<file path="src/rtl/bit_rx64.sv">
// Serial frame receiver: start bit, 64 data bits, stop bit. Data goes into a 16 x 4-bit buffer.
// The buffer is held write-protected until the host acknowledges the frame.
module bit_rx64 (
  input  logic       tick,
  input  logic       clr,
  input  logic       din,
  input  logic       din_vld,
  input  logic       ack,
  input  logic [3:0] rd_a,
  output logic [3:0] rd_d,
  output logic [3:0] rg_a,
  output logic [1:0] bit_a,
  output logic       busy,
  output logic       full,
  output logic       done,
  output logic       frm_err,
  output logic       ovr
);

  typedef enum logic [1:0] {IDLE, RECV, STOP, FULL} state_t;

  state_t      state_reg, state_next;
  logic [5:0]  ptr_reg, ptr_next;
  logic        frm_err_reg, frm_err_next;
  logic        ovr_reg, ovr_next;
  logic        wr_en;
  logic        done_c;
  logic [15:0] wr_sel;
  logic [3:0]  rd_d_reg;
  logic [3:0]  mem [16];

  always_ff @(posedge tick) begin
    if (clr) begin
      state_reg   <= IDLE;
      ptr_reg     <= 6'd0;
      frm_err_reg <= 1'b0;
      ovr_reg     <= 1'b0;
    end else begin
      state_reg   <= state_next;
      ptr_reg     <= ptr_next;
      frm_err_reg <= frm_err_next;
      ovr_reg     <= ovr_next;
    end
  end

  always_comb begin
    state_next   = state_reg;
    ptr_next     = ptr_reg;
    frm_err_next = frm_err_reg;
    ovr_next     = ovr_reg;
    wr_en        = 1'b0;
    done_c       = 1'b0;
    case (state_reg)
      IDLE: begin
        // A valid 0 is just the idle line level; only a 1 opens a frame.
        if (din_vld && din) begin
          state_next   = RECV;
          ptr_next     = 6'd0;
          frm_err_next = 1'b0;
        end
      end
      RECV: begin
        if (din_vld) begin
          wr_en    = 1'b1;
          ptr_next = ptr_reg + 6'd1;
          if (ptr_reg == 6'd63) begin
            state_next = STOP;
          end
        end
      end
      STOP: begin
        if (din_vld) begin
          if (din) begin
            state_next   = IDLE;
            frm_err_next = 1'b1;
          end else begin
            state_next = FULL;
            done_c     = 1'b1;
          end
        end
      end
      FULL: begin
        // A bit arriving with ack is still an overrun and is never a start bit.
        if (din_vld) begin
          ovr_next = 1'b1;
        end
        if (ack) begin
          state_next = IDLE;
        end
      end
      default: state_next = IDLE;
    endcase
  end

  generate
    for (genvar gi = 0; gi < 16; gi++) begin : g_wr_sel
      assign wr_sel[gi] = wr_en && (ptr_reg[5:2] == 4'(gi));
    end
  endgenerate

  // Reads see the pre-write contents because both updates land on the same edge.
  always_ff @(posedge tick) begin
    if (clr) begin
      rd_d_reg <= 4'h0;
      for (int i = 0; i < 16; i++) begin
        mem[i] <= 4'h0;
      end
    end else begin
      rd_d_reg <= mem[rd_a];
      for (int i = 0; i < 16; i++) begin
        if (wr_sel[i]) begin
          mem[i][ptr_reg[1:0]] <= din;
        end
      end
    end
  end

  assign rd_d    = rd_d_reg;
  assign rg_a    = ptr_reg[5:2];
  assign bit_a   = ptr_reg[1:0];
  assign busy    = (state_reg == RECV) || (state_reg == STOP);
  assign full    = (state_reg == FULL);
  assign done    = done_c && !clr;
  assign frm_err = frm_err_reg;
  assign ovr     = ovr_reg;

endmodule

</file>
<file path="config.mk">
export PLATFORM = sky130hd
export DESIGN_NAME = bit_rx64
export DESIGN_NICKNAME = d
export VERILOG_FILES = /design/src/rtl/bit_rx64.sv
export SDC_FILE = /design/constraint.sdc
export NUM_CORES = 1
export LEC_CHECK = 0
export ABC_CLOCK_PERIOD_IN_PS = 1800
export BUFFER_PORTS_ARGS = -buffer_cell sky130_fd_sc_hd__buf_2
export CORE_ASPECT_RATIO = 0.75
export CORE_UTILIZATION = 55
export DETAILED_ROUTE_END_ITERATION = 10
export GPL_ROUTABILITY_DRIVEN = 0
export PLACE_DENSITY = 0.74
export SYNTH_ARGS = -nofsm -noshare
export SYNTH_HDL_FRONTEND = slang
export SYNTH_SLANG_ARGS = --single-unit
</file>
<file path="constraint.sdc">
create_clock -name tick -period 1.8 [get_ports tick]
set_input_delay 0.54 -clock tick [delete_from_list [all_inputs] [get_ports tick]]
set_output_delay 0.54 -clock tick [all_outputs]
set_load 0.05 [all_outputs]
</file>
==> results <==
- Across all setup checks in the final design, the least slack found is -158 ps.
- In this run the remaining antenna-violating nets after routing total 0.
- At the pin with the least slew margin, the transition time is around 650 ps.
- The share of total power consumed by net switching is 0.313.
- Dividing the detail-routed wire length by the instance count gives 19.6 µm.
- The number of global-route vias before repair is 2,907.
- The placement row count is 26.
- Static timing analysis puts the maximum clock frequency at 511 MHz.
- Summed over all layers, the global routing overflow is 0.
- The number of slew-limit violations in the final report came to 0.
- The total clock sinks is 78.
- The tightest min-delay check is of the register to register type.
- Entering global routing, the biggest net connects 62 pins.
- The critical path capture point type is a primary output.
- The area growth from synthesis to layout is 21.2%.
- The DRC violation count after routing is 0.
- The number of cells produced by synthesis is 358.
- 24 I/O pins were placed.
- The H-tree was split into 3 levels.
- The total power density per cell area is 937 nW/µm².
- The share of total power dissipated in combinational logic is 0.274.
- Clock latency on the worst-skew pair, taken at its later pin, is approximately 360 ps.
- Using the TritonRoute via totals, the vias-per-cell ratio works out to 6.18.
- The count of warnings emitted by yosys is 0.
- The cts-stage hold buffer count is 0.
- The post-route clock period utilization is 1.09.
- The layout has slightly below 500 filler cells.
- The number of distinct library cells after synthesis is 39.
- The synthesized design contains between 60 and 70 enable-type register cells.
- The first-pass iteration count of the detailed router is 5.
- The count of nets after finishing is about 420.
- The time the final worst path needs with I/O delays and setup is just under 2000 ps.
- The per-instance average area after synthesis is 11.4 µm².
- Setup repair after global routing could not meet its margin everywhere.
- The net count after synthesis is 376.
- The startpoint kind of the worst setup timing path is a register.
- The clock transition time at the flip-flop clock pins of the worst setup and hold paths is 70 ps.
- The final-report hold violation count is 0.
- The share of final-layout standard cells stronger than drive strength 1 is 0.301.
- The share of Yosys cell area claimed by the top area cell type is 0.472.
- The setup violation total in the final timing report is 19.
- The top cell types in the final layout, fill and taps aside, are sky130_fd_sc_hd__a21o_1, sky130_fd_sc_hd__edfxtp_1, sky130_fd_sc_hd__nor2_1, sky130_fd_sc_hd__buf_4.
- The cell area that synthesis handed to floorplanning was 4070 µm².
- The area of the placeable core is 6990 µm².
- TritonCTS built the clock tree.
- The fraction of registers with async set/reset is 0.
- The number of antenna violations at the first check in global routing is 0.
- After synthesis the netlist holds a flip-flop and latch count of 78.
- The register with the most flip-flops in the layout has between 60 and 70 of them.
- The global-route wire length before repair is 15,500 µm.
- Max-cap violations in this run came to 0.
- CTS placed an instance of sky130_fd_sc_hd__clkbuf_8 at the clock tree root.
- The worst-case IR drop observed on VDD is 0.764 mV.
- The number of cells in the finished layout apart from fillers is 507.
- The smallest hold slack is between 400 and 500 ps.
- In this run the worst path has a maximum fanout of 3.
- The full die area is 7760 µm².
- The internal portion of the total power is 3.18 mW.
- The number of antenna diodes is 0.
- The final standard cell utilization of the core is 0.706.
- Summing over every cut layer, the via total after detailed routing is 3,133.
- The HPWL after detailed placement is 6610 µm.
- The share of power burned in registers is 0.464.
- At the worst endpoint, the required time is 1260 ps.
- Yosys attributes the largest share of cell area to sky130_fd_sc_hd__edfxtp_1, sky130_fd_sc_hd__a21o_1, sky130_fd_sc_hd__dfxtp_1.
- The prevailing post-synth register cell is sky130_fd_sc_hd__edfxtp_1.
- From bottom edge to top edge, the die measures 76.5 µm.
- The multi-input combinational cells in the finished layout cover a total of 1920 µm².
- Across the routed clock network, the largest skew measured is 11.7 ps.
- The checks that failed: setup timing.
- The wire length after detailed routing is 9960 µm.
- Summing internal, switching and leakage power gives 4.62 mW.
- Across every metal layer, demand over resource in global routing totals 0.273.
- The flow ran to the end, but the final reports show violations.
- The sequential cells in the finished layout cover a total of roughly 2200 µm².
- The horizontal die dimension is between 100 and 150 µm.
- The critical path is of the register to primary output type.
- The total CTS buffers is 9.
- The part of the total power dissipated in the clock network is 0.263.
- In this run the static leakage power is 2.06 nW.
- The share of the Yosys chip area taken by registers is 0.541.
- For this configuration, the core starts out at a cell density of 0.582.
- The worst-case clock buffer depth is 2.
- After detailed placement, the design holds a cell count of around 480.
- At the worst endpoint, the arrival time is 1420 ps.
- In this run, the number of DRC markers left after iteration 0 of detailed routing was 344.
- The number of I/O port buffers is 23.
- The biggest area consumer among synthesized cells is sky130_fd_sc_hd__edfxtp_1.
- The relative max-transition margin is 0.570.
- The analysis attributes to net switching a power of ~1.4 mW.
## area by class of cell
type	instances	area share
Sequential cell	78	0.449
Clock buffer	13	0.0322
Tap cell	98	0.0248
Timing Repair Buffer	60	0.0956
Multi-Input combinational cell	248	0.388
Clock inverter	3	0.00406
Inverter	7	0.00583
## Yosys cell counts, drive strengths merged (3+ instances only)
library cell / n
nand2: 20
xor2: 3
mux4: 11
nor2: 63
nand4: 6
buf: 7
nand2b: 5
or3: 3
a32oi: 4
clkbuf: 18
dfxtp: 14
nor2b: 7
ha: 9
nor3: 5
a21o: 64
a22oi: 3
edfxtp: 64
and3: 3
nand3: 10
mux2i: 10
o211ai: 4
inv: 7
## worst max-delay path: stages (launching register included)
cell and delay (ps):
sky130_fd_sc_hd__dfxtp_4 370, sky130_fd_sc_hd__inv_4 70, sky130_fd_sc_hd__ha_4 150, sky130_fd_sc_hd__nand2b_4 60, sky130_fd_sc_hd__nor3b_4 210, sky130_fd_sc_hd__buf_6 190
## final timing paths
kind | from | end | slack [ps] | cells after the start
setup / recovery | state_reg[0] | done | -160 | 5
hold reg to reg | ovr | ovr | 480 | 2
setup reg to reg | state_reg[0] | mem[8][3] | -60 | 6
hold / removal | ovr | ovr | 480 | 2
## metrics by stage
step | area (µm²) | worst slack (ps) | setup TNS, ps
6_report | 4940 | -158 | -790
4_1_cts | 4840 | -130 | -218
5_1_grt | 4940 | -170 | -2600
3_5_place_dp | 4500 | -212 | -10040
2_1_floorplan | 4100 | -163 | -163
3_3_place_gp | 4500 | -181 | -8250
## kinds of logic after synthesis
logic type | after synthesis | synth area share
fa+ha+maj | 9 | 0.0276
compound gates | 84 | 0.156
xor+xnor | 5 | 0.0108
flops | 78 | 0.541
buf+inv | 32 | 0.0310
simple gates | 128 | 0.146
mux | 22 | 0.0881
## routing by layer
layer | wire, µm | track usage | vias up
li1 | - | - | 1410
met1 | 4290 | 0.388 | 1553
met2 | 4590 | 0.401 | 151
met3 | 941 | 0.0899 | 19
met4 | 137 | 0.0768 | 0
met5 | 0 | 0 | -
## power by group through the flow
stage,Combinational (mW),Sequential (mW),Clock (mW)
floorplan,0.635,2.23,0
global placement,1.02,2.16,0
detailed placement,1.04,2.16,0
CTS,1.19,2.13,1.21
global route,1.34,2.16,1.28
finish,1.27,2.14,1.21
## what timing repair did
action | 4_1_cts | 5_1_grt
pin swaps | 2 | 43
gates resized for setup | 34 | 22
gates cloned | 0 | 0
setup endpoints to repair | 35 | 61
buffers inserted | 4 | 3
Note: power is estimated with default switching activity, not from simulation.
